### config.mk
export PLATFORM = sky130hd
export DESIGN_NAME = spi_periphery_sync
export DESIGN_NICKNAME = d
export VERILOG_FILES = /design/src/rtl/spi_periphery_sync.sv
export SDC_FILE = /design/constraint.sdc
export NUM_CORES = 1
export LEC_CHECK = 0
export ABC_CLOCK_PERIOD_IN_PS = 2750
export CORE_AREA = 5 5 71 73
export CTS_CLUSTER_SIZE = 8
export DETAILED_ROUTE_END_ITERATION = 8
export DIE_AREA = 0 0 76 78
export GPL_TIMING_DRIVEN = 0
export PLACE_DENSITY = 0.77
export SYNTH_ARGS = -nofsm -noshare
export SYNTH_HDL_FRONTEND = slang
export SYNTH_SLANG_ARGS = --single-unit
### constraint.sdc
create_clock -name clk -period 2.75 [get_ports clk]
set_clock_uncertainty 0.15 [all_clocks]
set_input_delay 0.55 -clock clk [delete_from_list [all_inputs] [get_ports clk]]
set_output_delay 0.55 -clock clk [all_outputs]
set_load 0.1 [all_outputs]
### src/rtl/spi_periphery_sync.sv
// SPI peripheral responder in the clk domain: receives a command word on COPI, then
// returns a preloaded reply word on CIPO. SCK/CS/COPI are synchronized and edge-detected.
module spi_periphery_sync #(
  parameter int unsigned LENGTH_SEND     = 8,
  parameter int unsigned LENGTH_RECIEVED = 8,
  parameter int unsigned SYNC_STAGES     = 2
) (
  input  logic                       clk,
  input  logic                       rst,
  input  logic                       SCK,
  input  logic                       CS,
  input  logic                       COPI,
  output logic                       CIPO,
  input  logic [LENGTH_SEND-1:0]     data_send,
  input  logic                       send_valid,
  output logic                       send_ready,
  output logic [LENGTH_RECIEVED-1:0] COPI_register,
  output logic                       rx_valid,
  output logic                       busy,
  output logic                       frame_err
);

  localparam int unsigned MAX_LEN = (LENGTH_SEND > LENGTH_RECIEVED) ? LENGTH_SEND : LENGTH_RECIEVED;
  localparam int unsigned CNT_W   = $clog2(MAX_LEN + 1);

  typedef enum logic [1:0] {IDLE, RX, TX, DONE} state_t;

  state_t                     state, state_nxt;
  logic [CNT_W-1:0]           bit_cnt, bit_cnt_nxt;
  logic [LENGTH_RECIEVED-1:0] rx_shift, rx_shift_nxt;
  logic [LENGTH_SEND-1:0]     tx_shift, tx_shift_nxt;
  logic                       tx_loaded, tx_loaded_nxt;
  logic                       cipo_nxt;
  logic [LENGTH_RECIEVED-1:0] copi_reg_nxt;
  logic                       rx_valid_nxt, frame_err_nxt;

  logic [SYNC_STAGES-1:0] sck_sync, cs_sync, copi_sync;
  logic                   sck_d, cs_d;
  logic                   sck_s, cs_s, copi_s;
  logic                   sck_rise, sck_fall, cs_rise, cs_fall, load;

  // Input synchronizers plus one delay flop for edge detection
  always_ff @(posedge clk or negedge rst) begin
    if (!rst) begin
      sck_sync  <= '0;
      cs_sync   <= '1;
      copi_sync <= '0;
      sck_d     <= 1'b0;
      cs_d      <= 1'b1;
    end else begin
      sck_sync  <= {sck_sync[SYNC_STAGES-2:0], SCK};
      cs_sync   <= {cs_sync[SYNC_STAGES-2:0], CS};
      copi_sync <= {copi_sync[SYNC_STAGES-2:0], COPI};
      sck_d     <= sck_s;
      cs_d      <= cs_s;
    end
  end

  assign sck_s      = sck_sync[SYNC_STAGES-1];
  assign cs_s       = cs_sync[SYNC_STAGES-1];
  assign copi_s     = copi_sync[SYNC_STAGES-1];
  assign sck_rise   = sck_s & ~sck_d;
  assign sck_fall   = ~sck_s & sck_d;
  assign cs_rise    = cs_s & ~cs_d;
  assign cs_fall    = ~cs_s & cs_d;
  assign send_ready = (state == IDLE);
  assign load       = send_valid & send_ready;

  // State and datapath registers
  always_ff @(posedge clk or negedge rst) begin
    if (!rst) begin
      state         <= IDLE;
      bit_cnt       <= '0;
      rx_shift      <= '0;
      tx_shift      <= '0;
      tx_loaded     <= 1'b0;
      CIPO          <= 1'b0;
      COPI_register <= '0;
      rx_valid      <= 1'b0;
      frame_err     <= 1'b0;
      busy          <= 1'b0;
    end else begin
      state         <= state_nxt;
      bit_cnt       <= bit_cnt_nxt;
      rx_shift      <= rx_shift_nxt;
      tx_shift      <= tx_shift_nxt;
      tx_loaded     <= tx_loaded_nxt;
      CIPO          <= cipo_nxt;
      COPI_register <= copi_reg_nxt;
      rx_valid      <= rx_valid_nxt;
      frame_err     <= frame_err_nxt;
      busy          <= (state_nxt != IDLE);
    end
  end

  // Next-state and output logic; a CS rising edge always takes priority over SCK edges
  always_comb begin
    state_nxt     = state;
    bit_cnt_nxt   = bit_cnt;
    rx_shift_nxt  = rx_shift;
    tx_shift_nxt  = tx_shift;
    tx_loaded_nxt = tx_loaded;
    cipo_nxt      = CIPO;
    copi_reg_nxt  = COPI_register;
    rx_valid_nxt  = 1'b0;
    frame_err_nxt = 1'b0;

    case (state)
      IDLE: begin
        cipo_nxt = 1'b0;
        if (load) begin
          tx_shift_nxt  = data_send;
          tx_loaded_nxt = 1'b1;
        end
        if (cs_fall) begin
          state_nxt    = RX;
          bit_cnt_nxt  = '0;
          rx_shift_nxt = '0;
        end
      end

      RX: begin
        if (cs_rise) begin
          state_nxt     = IDLE;
          frame_err_nxt = 1'b1;
          cipo_nxt      = 1'b0;
          tx_loaded_nxt = 1'b0;
        end else if (sck_rise) begin
          rx_shift_nxt = {rx_shift[LENGTH_RECIEVED-2:0], copi_s};
          if (bit_cnt == CNT_W'(LENGTH_RECIEVED - 1)) begin
            copi_reg_nxt = {rx_shift[LENGTH_RECIEVED-2:0], copi_s};
            rx_valid_nxt = 1'b1;
            state_nxt    = TX;
            bit_cnt_nxt  = '0;
            cipo_nxt     = tx_loaded & tx_shift[LENGTH_SEND-1];
          end else begin
            bit_cnt_nxt = bit_cnt + CNT_W'(1);
          end
        end
      end

      TX: begin
        if (cs_rise) begin
          state_nxt     = IDLE;
          frame_err_nxt = 1'b1;
          cipo_nxt      = 1'b0;
          tx_loaded_nxt = 1'b0;
        end else if (sck_rise) begin
          if (bit_cnt == CNT_W'(LENGTH_SEND - 1)) begin
            state_nxt = DONE;
            cipo_nxt  = 1'b0;
          end
          bit_cnt_nxt = bit_cnt + CNT_W'(1);
        end else if (sck_fall && (bit_cnt != '0)) begin
          // The falling edge that closes the last RX bit arrives with bit_cnt==0 and must not shift
          tx_shift_nxt = {tx_shift[LENGTH_SEND-2:0], 1'b0};
          cipo_nxt     = tx_loaded & tx_shift[LENGTH_SEND-2];
        end
      end

      DONE: begin
        cipo_nxt = 1'b0;
        if (cs_rise) begin
          state_nxt     = IDLE;
          tx_loaded_nxt = 1'b0;
        end
      end

      default: state_nxt = IDLE;
    endcase
  end

endmodule

==> results of run 1 <==
power by group through the flow:
stage,sequential (uW),clock [uW],combinational [uW]
finish,833,406,834
global route,847,449,916
CTS,833,417,840
detailed placement,845,0,839
global placement,839,0,822
floorplan,943,0,545
cell families after synthesis:
group	synth area share
compound gates	0.153
fa+ha+maj	0.0423
buf+inv	0.0498
flops	0.525
mux	0.0922
simple gates	0.138
path summary, 6_finish.rpt:
path                                to  slack (ps)
setup / recovery            send_ready         150
hold / removal              cs_sync[1]         200
setup reg to reg           tx_shift[2]         530
hold reg to reg             cs_sync[1]         200
max in group asynchronous   cs_sync[0]        1400
min in group asynchronous  tx_shift[0]         520
metal layers:
| layer | vias up | share of wire | global-route usage |
|---|---|---|---|
| met2 | 39 | 0.46 | 0.217 |
| met1 | 718 | 0.45 | 0.176 |
| met3 | 6 | 0.064 | 0.0486 |
| met4 | 0 | 0.020 | 0.0587 |
| li1 | 727 | - | - |
| met5 | - | 0 | 0 |
area by class of cell:
| class | instances | area [sq um] |
|---|---|---|
| sequential | 42 | 1050 |
| inverter | 15 | 56.3 |
| clock buffer | 7 | 86.3 |
| multi-input combinational | 119 | 857 |
| tap | 52 | 65.1 |
| fill | 392 | 1840 |
| buffer | 7 | 43.8 |
| clock inverter | 1 | 5.00 |
| timing repair buffer | 28 | 284 |
worst max-delay path, stage by stage (launching register included):
cell and delay [ps]:
dfrtp_1 420, inv_1 130, ha_2 210, dlygate4sd2_1 860
sequential cells by signal, indices dropped and copies added (netlist names):
signal and count:
bit_cnt 4, state 2, frame_err 1, tx_shift 8
copi_sync 2, cs_sync 2, tx_loaded 1, cs_d 1
rx_valid 1, COPI_register 8, rx_shift 7, sck_sync 2
CIPO 1, busy 1, sck_d 1
layout by cell type (no fill, tap or decap), types with 4 or more instances in the layout:
cell | Yosys | layout
nand3_1 | 4 | 4
mux2i_1 | 8 | 8
o2bb2ai_1 | 4 | 4
o22ai_1 | 12 | 12
nand2_1 | 18 | 18
clkdlybuf4s50_1 | 0 | 24
nand2b_1 | 4 | 4
a21oi_1 | 11 | 11
nor2b_1 | 4 | 4
ha_1 | 6 | 5
mux2_2 | 8 | 8
clkbuf_1 | 3 | 4
clkbuf_8 | 0 | 6
inv_1 | 15 | 15
dfrtp_1 | 39 | 39
repair_timing:
action                     CTS  global route
hold endpoints to repair    11             0
hold buffers                 1             0
gates resized for setup      1             0
setup endpoints to repair    1             0
stage by stage:
stage / cells / TNS (ps)
global placement: 261 / -2580
finish: 271 / 0
floorplan: 183 / 0
CTS: 271 / 0
global route: 271 / 0
detailed placement: 262 / 0
==> results.toml, run 1 <==
[setup_path]
critPathRequiredTime_ps = 2050
end_kind = "output pin"
arrival_ps = 1900
r2r_start = "state[0]"
setup.worst_path.class = "reg2out"
worst-path-max-fanout = 5
cp-start-kind = "flip-flop"
crit_start = "state[0]"
logic_depth_of_the_worst_register_to_register_path = 8

[power_and_ir_drop]
cellInternalPower_uw = 1260
peakVddDrop_mv = 0.466
comb_power_share = 0.402
seq_power_share = 0.402
switching_share = 0.393
power.leakage_uw = 0.00104
power-per-cell-area_mw_per_mm2 = 845
sw_pwr_uw = 814
report.power.total_uw = 2070
power.clock.fraction = 0.196

[global_routing]
number_of_global_route_vias_before_repair = 1473
globalRouteOverflowTotal = 0
grt_max_degree = 31
number_of_antenna_violations_at_the_first_check_in_global_routing = 0
grt_pass1_wl_um = 6730
grt_usage = 0.139

[clock_tree]
root_buffer = "clkbuf_8"
cts_setup_buffers = 0
cts_made_buffers = 5
clock_latency_of_the_later_clocked_register_in_the_worst_skew_pair_ps = 290
cts.sinks = 42
clk_pin_slew_worst_paths_ps = 80
ctsLongestPathBuffers = 2
cts_tree = "yes"
cts-htree-levels = 2

[sta]
worst_hold_slack_ps = 200
grt_setup_unrepaired = "no"
timing.max_slew.rel_slack = 0.350
final_hold_viol_count = 0
tightestPinTransition_ps = 972
report.final.slew_viol_count = 0
period_needed_ps = 2600
max_clock_freq_mhz = 384
timing.final.ws_setup_ps = 149
report.final.setup_viol = 0
layout_worst_path_cycle_share = 0.946

[logic_synthesis]
ys_dominant_reg_cell = "dfrtp_1"
post-synth-top-count-cell = "dfrtp_1"
netlist_top_cells_count = "dfrtp_1 (39), nand2_1 (18), inv_1 (15)"
yosysTopAreaCellShare = 0.486
ys_seq_elements = 42
synth.area.top_cells = "dfrtp_1 (49%), mux2_2 (4.5%), mux2i_1 (4.0%)"
synth_area_sq_mm = 0.00201
async_reset_ff_frac = 1.00
number_of_enable_type_register_cells_in_the_synthesized_netlist = 0
syn_area_per_cell_sq_um = 11.0
synthesis.nets = 203
number_of_distinct_library_cells_after_synthesis = 49
post_synth_inst_count = 183
yosysWarningCount = 0
top_cell_type_by_total_area_after_synthesis = "dfrtp_1"
synth_seq_area_share = 0.525

[final_layout]
finish.net_count = 238
utilization = 0.571
area.growth.synth_to_final_pct = 22.0
drive_above_1_share = 0.142
layout.cell_area.non_filler_sq_mm = 0.00245
antennaDiodeCount = 0

[floorplanning]
start_util = 0.468
std_cell_rows = 24
die_height_um = 78
ioPinCount = 27
die_width_um = 76
area_of_the_core_sq_mm = 0.00429
dieArea_sq_mm = 0.00593

[placement]
placement.io_buffers = 26
detailed_place_hpwl_um = 2790
place_worst_setup_slack_ps = 194
gp_routability_congestion = 0.809
postPlaceCellArea_sq_mm = 0.00235

[job]
maxCapViolations = 0

[drt]
avgViaCountPerCell = 5.50
detail_route.drc_violations = 0
drt-wirelength-per-cell_um = 14.3
vias = 1490
drt_iter0_drc = 72
drt_wl_total_um = 3880
drt_pre_antenna_iters = 4
drt.antenna.violating_nets = 0

[min_path]
min_path_cells = 0
worst_hold_path_type = "reg2reg"
timing.hold.worst.start = "cs_sync[0]"

[status]
outcome = "finished, final reports clean"
(Power assumes the default switching activity.)
==> run 2: changes to the inputs <==
--- a/config.mk
+++ b/config.mk
@@ -7,6 +7,7 @@
 export LEC_CHECK = 0
 export ABC_CLOCK_PERIOD_IN_PS = 2750
 export CORE_AREA = 5 5 71 73
+export CTS_BUF_LIST = sky130_fd_sc_hd__clkbuf_16
 export CTS_CLUSTER_SIZE = 8
 export DETAILED_ROUTE_END_ITERATION = 8
 export DIE_AREA = 0 0 76 78
==> run 2 against run 1 <==
Wire length increased by 1.2%; clock power increased by 36%; worst hold slack got worse by 200 ps; via count decreased by 0.34%; flip-flop and latch count unchanged; critical path depth unchanged; critical endpoint unchanged; power increased by 7.2%; non-clock buffer count decreased by 1; largest cell class unchanged; sequential share of layout area decreased by 0.63 points; fmax increased by 0.61%.
==> results.toml, run 2 (synthesis gave the netlist of run 1 again) <==
[clock_tree]
root_buffer = "clkbuf_16"
cts_made_buffers = 5
clk_pin_slew_worst_paths_ps = 60
cts.sinks = 42
ctsLongestPathBuffers = 2
cts_tree = "yes"
cts-htree-levels = 2
clock_latency_of_the_later_clocked_register_in_the_worst_skew_pair_ps = 280

[drt]
drt.antenna.violating_nets = 0
drt-wirelength-per-cell_um = 14.5
drt_pre_antenna_iters = 4
vias = 1485
avgViaCountPerCell = 5.50
met2_wl_post_dr_um = 1810
m1WireLength_um = 1790
drt_wl_total_um = 3920
met3WireLength_um = 250
detail_route.drc_violations = 0
routed.top_layer = "met4"
drt_iter0_drc = 66

[setup_path]
cp-start-kind = "flip-flop"
logic_depth_of_the_worst_register_to_register_path = 8
worst-path-max-fanout = 5
ff2ff_setup_slack_ps = 510
r2r_start = "state[0]"
r2r-end = "tx_shift[7]"
arrival_ps = 1890
critPathRequiredTime_ps = 2050
setup.worst_path.class = "reg2out"
end_kind = "output pin"

[sta]
report.final.setup_viol = 0
final_hold_viol_count = 0
tightestPinTransition_ps = 971
timing.max_slew.rel_slack = 0.351
report.final.slew_viol_count = 0
layout_worst_path_cycle_share = 0.940
totalNegativeSetupSlack_ps = 0
grt_setup_unrepaired = "no"
period_needed_ps = 2590
max_clock_freq_mhz = 387

[global_routing]
number_of_antenna_violations_at_the_first_check_in_global_routing = 0
number_of_global_route_vias_before_repair = 1468
grt_usage = 0.139
grt_max_degree = 31
grt_pass1_wl_um = 6780
globalRouteOverflowTotal = 0

[placement]
gp_routability_congestion = 0.809
detailed_place_hpwl_um = 2790
placement.io_buffers = 26
postPlaceCellArea_sq_mm = 0.00235

[final_layout]
area.growth.synth_to_final_pct = 23.8
utilization = 0.580
most-common-layout-cells = "dfrtp_1 (39), clkdlybuf4s50_1 (24), nand2_1 (18)"
top_regs = "COPI_register x8, tx_shift x8, rx_shift x7"
antennaDiodeCount = 0
layout_commonest_cell = "dfrtp_1"
finish.net_count = 237
drive_above_1_share = 0.138
fillers = 393
layout.cell_area.non_filler_sq_mm = 0.00249

[floorplanning]
start_util = 0.468
ioPinCount = 27
dieArea_sq_mm = 0.00593
std_cell_rows = 24
die_height_um = 78
die_width_um = 76
area_of_the_core_sq_mm = 0.00429

[power_and_ir_drop]
power-per-cell-area_mw_per_mm2 = 893
peakVddDrop_mv = 0.468
power.leakage_uw = 0.00106

[status]
outcome = "finished, final reports clean"

[min_path]
worst_hold_path_type = "in2async"

[job]
maxCapViolations = 0
-- run 2: cell count changes in the layout (fill, tap and decap cells not counted) --
| cell | delta |
|---|---|
| dlygate4sd3_1 | -1 |
| inv_1 | +1 |
| clkbuf_16 | +5 |
| clkbuf_1 | -1 |
| clkbuf_8 | -6 |
| clkinv_1 | +1 |
-- run 2: layer usage --
layer	global-route usage	up-vias
met2	0.217	40
li1	-	729
met4	0.0587	0
met5	0	-
met3	0.0417	6
met1	0.179	710
-- run 2: per-stage QoR --
stage | hold slack, ps | instances | total power [uW] | setup slack (ps)
finish | 1.29 | 270 | 2220 | 165
global route | 28.6 | 270 | 2360 | 73.9
CTS | 16.3 | 270 | 2240 | 150
detailed placement | 186 | 262 | 1680 | 194
global placement | 183 | 261 | 1660 | -68.2
floorplan | 104 | 183 | 1490 | 275
-- run 2: worst max-delay path by stage --
stage | slack (ps) | to | startpoint
after detailed placement | 190 | send_ready | state[0]
after global placement | -70 | bit_cnt[1] | rst
after floorplan | 270 | tx_shift[1] | state[0]
final | 160 | send_ready | state[0]
after CTS | 150 | send_ready | state[0]
after global routing | 70 | send_ready | state[0]
-- run 2: critical path: stages (launching register included) --
cell	delay, ps
dfrtp_1	410
inv_1	130
ha_2	210
dlygate4sd2_1	860
-- run 2: what timing repair did --
| item | CTS | global route |
|---|---|---|
| setup buffers | 0 | 0 |
| hold buffers | 0 | 0 |
| gates resized for setup | 1 | 0 |
| setup endpoints to repair | 1 | 0 |
-- run 2: report_power, final --
| group | total, uW | internal (uW) | leakage, uW | switching, uW |
|---|---|---|---|---|
| sequential | 834 | 742 | 0.000532 | 92.5 |
| combinational | 835 | 315 | 0.000455 | 520 |
| clock | 552 | 328 | 0.0000724 | 224 |
-- run 2: final cells by class --
cell class              instances  area [sq um]  area share
clock inverters                 3          12.5     0.00503
well taps                      52          65.1      0.0261
flip-flops and latches         42          1050       0.424
multi-input cells             119           857       0.344
plain buffers                   7          43.8      0.0176
repair buffers                 27           274       0.110
clock buffers                   5           125      0.0503
inverters                      15          56.3      0.0226
